`src/rtl/dbg_pkg.sv`:
```
// Shared encodings for the debug run-control block:
// command opcodes, per-hart FSM states and halt causes.
package dbg_pkg;

    typedef enum logic [1:0] {
        OP_NOP    = 2'b00,
        OP_HALT   = 2'b01,
        OP_STEP   = 2'b10,
        OP_RESUME = 2'b11
    } cmd_op_e;

    typedef enum logic [1:0] {
        ST_RUN  = 2'b00,
        ST_HALT = 2'b01,
        ST_STEP = 2'b10
    } hart_state_e;

    typedef enum logic [1:0] {
        CAUSE_NONE     = 2'b00,
        CAUSE_DEBUGGER = 2'b01,
        CAUSE_BREAK    = 2'b10,
        CAUSE_STEP     = 2'b11
    } halt_cause_e;

endpackage

```
`src/rtl/dbg_run_control_if.sv`:
```
// Debug command handshake: the debugger side drives a command,
// run control answers with cmd_ready.
interface dbg_run_control_if #(
    parameter int NHARTS = 2,
    parameter int STEP_W = 8
);
    logic              cmd_valid;
    logic [1:0]        cmd_op;
    logic [NHARTS-1:0] cmd_mask;
    logic [STEP_W-1:0] cmd_count;
    logic              cmd_ready;

    modport master (
        output cmd_valid,
        output cmd_op,
        output cmd_mask,
        output cmd_count,
        input  cmd_ready
    );

    modport slave (
        input  cmd_valid,
        input  cmd_op,
        input  cmd_mask,
        input  cmd_count,
        output cmd_ready
    );
endinterface

```
`src/rtl/dbg_hart_ctrl.sv`:
```
// Per-hart run/halt/step FSM with step counter and a
// registered clock enable that tracks the next state.
module dbg_hart_ctrl
    import dbg_pkg::*;
#(
    parameter int STEP_W = 8
) (
    input  logic              sys_clk,
    input  logic              reset,
    input  logic              accept,
    input  logic              sel,
    input  logic [1:0]        op,
    input  logic [STEP_W-1:0] count,
    input  logic              brk,
    output logic              clk_en,
    output logic              halted,
    output logic              in_step,
    output logic [1:0]        cause
);

    localparam logic [1:0] S_RUN  = ST_RUN;
    localparam logic [1:0] S_HALT = ST_HALT;
    localparam logic [1:0] S_STEP = ST_STEP;

    localparam logic [STEP_W-1:0] ONE = 1;

    logic [1:0]        state;
    logic [1:0]        state_nxt;
    logic [1:0]        cause_nxt;
    logic [STEP_W-1:0] cnt;
    logic [STEP_W-1:0] cnt_nxt;
    logic [STEP_W-1:0] cnt_load;
    logic              hit;

    assign hit = accept & sel;

    // A count of zero still runs one cycle; the counter holds
    // remaining cycles after the current one, so it never wraps.
    assign cnt_load = (count == '0) ? '0 : count - ONE;

    always_comb begin
        state_nxt = state;
        cause_nxt = cause;
        cnt_nxt   = cnt;
        case (state)
            S_RUN: begin
                if (brk) begin
                    state_nxt = S_HALT;
                    cause_nxt = CAUSE_BREAK;
                end else if (hit && op == OP_HALT) begin
                    state_nxt = S_HALT;
                    cause_nxt = CAUSE_DEBUGGER;
                end
            end
            S_HALT: begin
                if (hit && op == OP_STEP) begin
                    state_nxt = S_STEP;
                    cnt_nxt   = cnt_load;
                end else if (hit && op == OP_RESUME) begin
                    state_nxt = S_RUN;
                    cause_nxt = CAUSE_NONE;
                end
            end
            S_STEP: begin
                if (brk) begin
                    state_nxt = S_HALT;
                    cause_nxt = CAUSE_BREAK;
                end else if (cnt == '0) begin
                    state_nxt = S_HALT;
                    cause_nxt = CAUSE_STEP;
                end else begin
                    cnt_nxt = cnt - ONE;
                end
            end
            default: begin
                state_nxt = S_RUN;
                cause_nxt = CAUSE_NONE;
            end
        endcase
    end

    always_ff @(posedge sys_clk) begin
        if (reset) begin
            state  <= S_RUN;
            cause  <= CAUSE_NONE;
            cnt    <= '0;
            clk_en <= 1'b1;
        end else begin
            state  <= state_nxt;
            cause  <= cause_nxt;
            cnt    <= cnt_nxt;
            clk_en <= (state_nxt != S_HALT);
        end
    end

    assign halted  = (state == S_HALT);
    assign in_step = (state == S_STEP);

endmodule

```
`src/rtl/dbg_run_control.sv`:
```
// Debug run control: one FSM per hart, shared command port,
// step-complete pulse and halted reductions.
module dbg_run_control
    import dbg_pkg::*;
#(
    parameter int NHARTS = 2,
    parameter int STEP_W = 8
) (
    input  logic                  sys_clk,
    input  logic                  reset,
    dbg_run_control_if.slave      cmd,
    input  logic [NHARTS-1:0]     brk_req,
    output logic [NHARTS-1:0]     clk_en,
    output logic [NHARTS-1:0]     halted,
    output logic [2*NHARTS-1:0]   halt_cause,
    output logic                  step_done,
    output logic                  all_halted,
    output logic                  any_halted
);

    logic [NHARTS-1:0] in_step;
    logic              accept;
    logic              was_step;

    // Commands are held off while any hart is stepping.
    assign cmd.cmd_ready = ~|in_step;
    assign accept        = cmd.cmd_valid & cmd.cmd_ready;

    for (genvar i = 0; i < NHARTS; i++) begin : g_hart
        dbg_hart_ctrl #(
            .STEP_W (STEP_W)
        ) u_hart (
            .sys_clk (sys_clk),
            .reset   (reset),
            .accept  (accept),
            .sel     (cmd.cmd_mask[i]),
            .op      (cmd.cmd_op),
            .count   (cmd.cmd_count),
            .brk     (brk_req[i]),
            .clk_en  (clk_en[i]),
            .halted  (halted[i]),
            .in_step (in_step[i]),
            .cause   (halt_cause[2*i +: 2])
        );
    end

    always_ff @(posedge sys_clk) begin
        if (reset) begin
            was_step <= 1'b0;
        end else begin
            was_step <= |in_step;
        end
    end

    // High for the cycle right after the last stepping hart leaves STEP.
    assign step_done  = was_step & ~|in_step;
    assign all_halted = &halted;
    assign any_halted = |halted;

endmodule

```
`src/flat_wrapper.sv`:
```
// flat-port wrapper written by rule: the top's interface ports become plain ports
module dbg_run_control_flat import dbg_pkg::*;
#(
    parameter int NHARTS = 2,
    parameter int STEP_W = 8
)
  (sys_clk, reset, brk_req, clk_en, halted, halt_cause, step_done, all_halted, any_halted, cmd_cmd_valid, cmd_cmd_op, cmd_cmd_mask, cmd_cmd_count, cmd_cmd_ready);
  dbg_run_control_if #(.NHARTS(NHARTS), .STEP_W(STEP_W)) cmd_i ();
  input  logic sys_clk;
  input  logic reset;
  input  logic [NHARTS-1:0] brk_req;
  output logic [NHARTS-1:0] clk_en;
  output logic [NHARTS-1:0] halted;
  output logic [2*NHARTS-1:0] halt_cause;
  output logic step_done;
  output logic all_halted;
  output logic any_halted;
  input wire logic [$bits(cmd_i.cmd_valid)-1:0] cmd_cmd_valid;
  input wire logic [$bits(cmd_i.cmd_op)-1:0] cmd_cmd_op;
  input wire logic [$bits(cmd_i.cmd_mask)-1:0] cmd_cmd_mask;
  input wire logic [$bits(cmd_i.cmd_count)-1:0] cmd_cmd_count;
  output wire logic [$bits(cmd_i.cmd_ready)-1:0] cmd_cmd_ready;
  assign cmd_i.cmd_valid = cmd_cmd_valid;
  assign cmd_i.cmd_op = cmd_cmd_op;
  assign cmd_i.cmd_mask = cmd_cmd_mask;
  assign cmd_i.cmd_count = cmd_cmd_count;
  assign cmd_cmd_ready = cmd_i.cmd_ready;
  dbg_run_control #(.NHARTS(NHARTS), .STEP_W(STEP_W)) u_core (.sys_clk(sys_clk), .reset(reset), .cmd(cmd_i), .brk_req(brk_req), .clk_en(clk_en), .halted(halted), .halt_cause(halt_cause), .step_done(step_done), .all_halted(all_halted), .any_halted(any_halted));
endmodule
```
`config.mk`:
```
export PLATFORM = sky130hd
export DESIGN_NAME = dbg_run_control_flat
export DESIGN_NICKNAME = d
export VERILOG_FILES = /design/src/rtl/dbg_pkg.sv /design/src/rtl/dbg_run_control_if.sv /design/src/rtl/dbg_hart_ctrl.sv /design/src/rtl/dbg_run_control.sv /design/src/flat_wrapper.sv
export SDC_FILE = /design/constraint.sdc
export NUM_CORES = 1
export LEC_CHECK = 0
export ABC_AREA = 0
export ABC_CLOCK_PERIOD_IN_PS = 2800
export BUFFER_PORTS_ARGS = -buffer_cell sky130_fd_sc_hd__buf_2
export CAP_MARGIN = 15
export CORE_MARGIN = 2
export CORE_UTILIZATION = 57
export DETAILED_ROUTE_END_ITERATION = 8
export PLACE_DENSITY = 0.79
export SYNTH_ARGS = -nofsm -noshare
export SYNTH_HDL_FRONTEND = slang
export SYNTH_HIERARCHICAL = 1
export SYNTH_SLANG_ARGS = --single-unit
```
`constraint.sdc`:
```
create_clock -name sys_clk -period 2.8 [get_ports sys_clk]
set_input_delay 0.56 -clock sys_clk [delete_from_list [all_inputs] [get_ports sys_clk]]
set_output_delay 0.56 -clock sys_clk [all_outputs]
set_load 0.01 [all_outputs]
```
==> results of run 1 <==
## worst max-delay path: stages, from the launching register on
cell and delay (ps):
dfxtp_1 450, nand2b_1 170, inv_1 60, nor3b_1 510
nand3_1 230, or3_1 500, a222oi_1 390, nor3_1 90
## cells by family after synthesis
| family | Yosys count | share of synthesized area, % |
|---|---|---|
| and+or+nand+nor | 83 | 25.6 |
| DFF | 27 | 27.8 |
| AOI/OAI and AO/OA | 81 | 31.7 |
| buffers and inverters | 38 | 7.47 |
| adders and majority gates | 6 | 3.86 |
| xor gates and xnor gates | 8 | 3.61 |
## through the flow
step                      power, W  utilization (%)  cells  worst slack, ps  area (sq um)
final                     0.000736             65.8    318              310          2180
after global routing      0.000777             65.8    318             19.8          2180
after CTS                 0.000741             65.8    318              328          2180
after detailed placement  0.000571             65.0    314              353          2150
after global placement    0.000569             65.0    314              441          2150
after floorplan           0.000509                -    243              253          1940
## per-layer routing
metal	vias up	global-route usage, %
met5	-	0
met4	0	8.33
met3	2	3.06
met2	81	41.0
met1	926	34.8
li1	1002	-
## final cells by class
class,count,area (sq um)
fill,304,1130
inverter,28,105
multi-input combinational,178,1260
tap,46,57.6
timing repair buffer,35,193
sequential,27,541
clock buffer,4,26.3
## flip-flops by register name (all words and copies together) (netlist names)
| signal | flops |
|---|---|
| u_core/g_hart.u_hart/clk_en | 2 |
| u_core/g_hart.u_hart/cnt | 16 |
| u_core/g_hart.u_hart/state | 4 |
| u_core/was_step | 1 |
| u_core/g_hart.u_hart/cause | 4 |
## layout by cell type, fill, tap and decap left out, types with 8 or more instances in the layout
cell	count
buf_2	28
inv_1	28
dfxtp_1	27
a21oi_1	22
nor3_1	16
nor3b_1	10
nor2_1	9
xor2_1	8
nand2_1	8
o31ai_1	8
or4_1	8
## path summary, 6_finish.rpt
path                                          from                             end  slack [ps]  depth (start not counted)
setup reg to reg  u_core/g_hart[1].u_hart/state[0]  u_core/g_hart[0].u_hart/cnt[2]         310                          7
setup / recovery  u_core/g_hart[1].u_hart/state[0]  u_core/g_hart[0].u_hart/cnt[2]         310                          7
hold reg to reg     u_core/g_hart[1].u_hart/cnt[7]  u_core/g_hart[1].u_hart/cnt[7]         510                          2
hold / removal      u_core/g_hart[1].u_hart/cnt[7]  u_core/g_hart[1].u_hart/cnt[7]         510                          2
## report_power, final
group | leakage (nW) | total (W) | internal [W] | switching (W)
logic | 0.678 | 0.000156 | 0.0000638 | 0.0000918
clock network | 0.0150 | 0.000171 | 0.0000558 | 0.000115
registers | 0.220 | 0.000410 | 0.000397 | 0.0000121
==> out/results.ini, run 1 <==
[synth]
synth_top_cell_area_share_pct = 27.8
synthDistinctLibCells = 42
syn_inst = 243
yosysWarnings = 6
syn_area_sq_mm = 0.00194
ys_top_cells_by_area = dfxtp_1, a21oi_1, inv_1
synth.yosys.seq_area_share_pct = 27.8
synth_common_cells = inv_1, dfxtp_1, a21oi_1
yosys.area.top_type = dfxtp_1
synth.most_common_cell = inv_1
synthArstFlopShare_pct = 0
synth_edf_count = 0
ys_ff_latch = 27
syn_nets = 266
avgSynthCellArea_sq_um = 8.00
ys.flop_type = dfxtp_1

[floorplan]
core_sq_mm = 0.00331
io_pins = 29
num_rows = 21
die_h_um = 62.4
fp.dieW_um = 62.4
start_util_pct = 58.7
die_area_sq_mm = 0.00389

[final_layout]
nets = 296
n_antenna_cell = 0
area_growth_pct = 12.2
drive_gt1_share_pct = 16.5

[clocking]
clock_sinks = 27
cts_setup_buffers = 0
htreeDepth = 1
clock_path_buffers = 2
clk_pin_slew_ps = 150
ctsHoldBuffers = 0
cts_buffers = 3
root_buffer = clkbuf_4
cts_resized = 0
cts_tree = built
clock_latency_ps = 330

[sta]
worstMarginPinSlew_ps = 716
drv_slew = 0
clock_skew_ps = 10.1
slew_headroom_pct = 51.8
setup_tns_ps = 0
period_needed_ps = 2490
max_freq_mhz = 402
finalSetupViolCount = 0
finalCritPeriodShare_pct = 88.9
rsz0062_at_grt = no
hold_violations = 0
fin_hold_ws_ps = 507

[status]
status = finished clean

[detailed_routing]
wl_per_cell_um = 14.7
wl_met3_um = 313
vias = 2011
routed.top_layer = met4
routed_wl_um = 4670
routed_via_density = 6.32
drc_errors = 0
wl_met1_um = 2290
wl_met2_um = 2040
postRouteAntennaNets = 0
drt_pre_antenna_iters = 4
drt-initial-drc-count = 132

[worst_setup_path]
crit_arrival_ps = 2710
critical_path_class = reg2reg
required_ps = 3020
start_kind = flip-flop
endpoint_kind = flip-flop
crit_fanout = 9

[global_route]
grt_max_degree = 20
gr-total-overflow = 0
gr-usage-all-layers_pct = 25.2
grt_pass1_vias = 1892
grt_pass1_wl_um = 8200
antenna_found_initial = 0

[worst_hold_path]
hold_path_class = reg2reg

[power_and_ir_drop]
p_per_area_mw_per_mm2 = 338
leakagePower_nw = 0.913
vdd_ir_drop_max_uv = 139

[flow_run]
maxCapViolCount = 0

[placement]
io_buffers = 28
hpwl_um = 3410
gp_congestion = 0.846

Note: power is estimated with default switching activity, not from simulation.
==> inputs of run 2 (changes only) <==
CORE_ASPECT_RATIO = 1.25   (was unset)
==> out/results.ini, run 2 (synthesis gave the netlist of run 1 again) <==
[worst_setup_path]
start_kind = flip-flop
path_delay_family = simple AND/OR/NAND/NOR gates
endpoint_kind = flip-flop
cpMaxStageDelayCell = nor3b_1
crit_fanout = 9
crit_chain = nand2b_1, inv_1, nor3b_1, nand3_1, or3_1, a222oi_1, nor3_1
required_ps = 2950
cpPeakStageDelay_ps = 500
crit_arrival_ps = 2640
critical_path_class = reg2reg
worst-path-buf-inv = 1

[flow_run]
maxCapViolCount = 0

[sta]
clock_skew_ps = 4.45
finalCritPeriodShare_pct = 89.1
worstMarginPinSlew_ps = 761
max_freq_mhz = 401
setup_tns_ps = 0
drv_slew = 0
finalSetupViolCount = 0
rsz0062_at_grt = no
hold_violations = 0
slew_headroom_pct = 48.8
period_needed_ps = 2500

[placement]
hpwl_um = 3740
gp_congestion = 0.875
io_buffers = 28
placed_cell_area_sq_mm = 0.00214

[final_layout]
regArea_sq_um = 541
drive_gt1_share_pct = 16.9
n_antenna_cell = 0
largest_register_ffs = 16
post-route-util_pct = 67.9
multi_input_area_sq_mm = 0.00126
layout_common_cells = buf_2, inv_1, dfxtp_1, a21oi_1, nor3_1
stdcell_area_sq_mm = 0.00219
top_regs = u_core/g_hart.u_hart/cnt: 16 flops, u_core/g_hart.u_hart/cause: 4 flops, u_core/g_hart.u_hart/state: 4 flops
largest-register = u_core/g_hart.u_hart/cnt
area_growth_pct = 12.6
filler_cell_count = 291
nets = 296

[floorplan]
num_rows = 23
io_pins = 29
die_area_sq_mm = 0.00389
core_sq_mm = 0.00322
die_h_um = 69.3
fp.dieW_um = 56.2
start_util_pct = 60.3

[power_and_ir_drop]
pwr-share-comb_pct = 20.0
clkPwrFrac_pct = 27.7
seq_power_share_pct = 52.3
leakagePower_nw = 0.925
internal_power_w = 0.000559
p_per_area_mw_per_mm2 = 358
vdd_ir_drop_max_uv = 252
p_sw_w = 0.000224
switching_share_pct = 28.6

[detailed_routing]
drc_errors = 0
routed_wl_um = 4980
drt_pre_antenna_iters = 5
routed_via_density = 6.49
drt-initial-drc-count = 95
vias = 2006
wl_per_cell_um = 16.1
postRouteAntennaNets = 0

[clocking]
htreeDepth = 1
cts_resized = 0
clock_path_buffers = 2
cts_buffers = 3
clock_latency_ps = 260
cts_tree = built
clk_pin_slew_ps = 90
clock_sinks = 27
root_buffer = clkbuf_8
ctsHoldBuffers = 0
cts_setup_buffers = 0

[worst_hold_path]
hold_path_class = reg2reg

[global_route]
gr-usage-all-layers_pct = 26.2
antenna_found_initial = 0
grt_max_degree = 20
grt_pass1_vias = 1975
gr-total-overflow = 0
grt_pass1_wl_um = 8520

[status]
status = finished clean

## run 2: per-stage QoR
step / std cells / hold slack, ps / setup WS (ps) / total power [W]
global route: 309 / 524 / 95.4 / 0.000826
floorplan: 243 / 466 / 253 / 0.000509
finish: 309 / 503 / 305 / 0.000783
global placement: 305 / 480 / 462 / 0.000569
CTS: 309 / 504 / 350 / 0.000789
detailed placement: 305 / 490 / 374 / 0.000572
## run 2: routing by layer
layer	vias up	global-route usage, %	routed length (um)	share of wire [%]
li1	1006	-	-	-
met1	942	32.2	2140	43
met2	52	48.1	2610	52
met3	6	2.61	174	3.5
met4	0	6.61	64	1.3
met5	-	0	0	0
## run 2: final cells by class
class	instances	share of cell area, %
multi-input cells	178	57.5
flip-flops and latches	27	24.7
repair buffers	35	8.81
inverters	28	4.80
well taps	37	2.12
clock buffers	3	1.89
clock inverters	1	0.229
## run 2: final timing paths
path / cells after the start / start / slack [ps] / end
max reg2reg: 7 / u_core/g_hart[1].u_hart/state[0] / 300 / u_core/g_hart[0].u_hart/cnt[4]
min reg2reg: 2 / u_core/g_hart[0].u_hart/cnt[6] / 500 / u_core/g_hart[0].u_hart/cnt[6]
max: 7 / u_core/g_hart[1].u_hart/state[0] / 300 / u_core/g_hart[0].u_hart/cnt[4]
min: 2 / u_core/g_hart[0].u_hart/cnt[6] / 500 / u_core/g_hart[0].u_hart/cnt[6]
## run 2: power by group through the flow
stage | logic, W | registers, W | clock network [W]
detailed placement | 0.000154 | 0.000418 | 0
floorplan | 0.0000908 | 0.000418 | 0
global route | 0.000174 | 0.000412 | 0.000240
global placement | 0.000152 | 0.000417 | 0
finish | 0.000157 | 0.000409 | 0.000217
CTS | 0.000155 | 0.000409 | 0.000225
## run 2: worst reg2reg max path, delay by kind of cell (launching register included)
| family | cells | cell delay [ps] |
|---|---|---|
| DFF | 1 | 450 |
| and+or+nand+nor | 5 | 1480 |
| AOI/OAI and AO/OA | 1 | 400 |
| buffers and inverters | 1 | 60 |
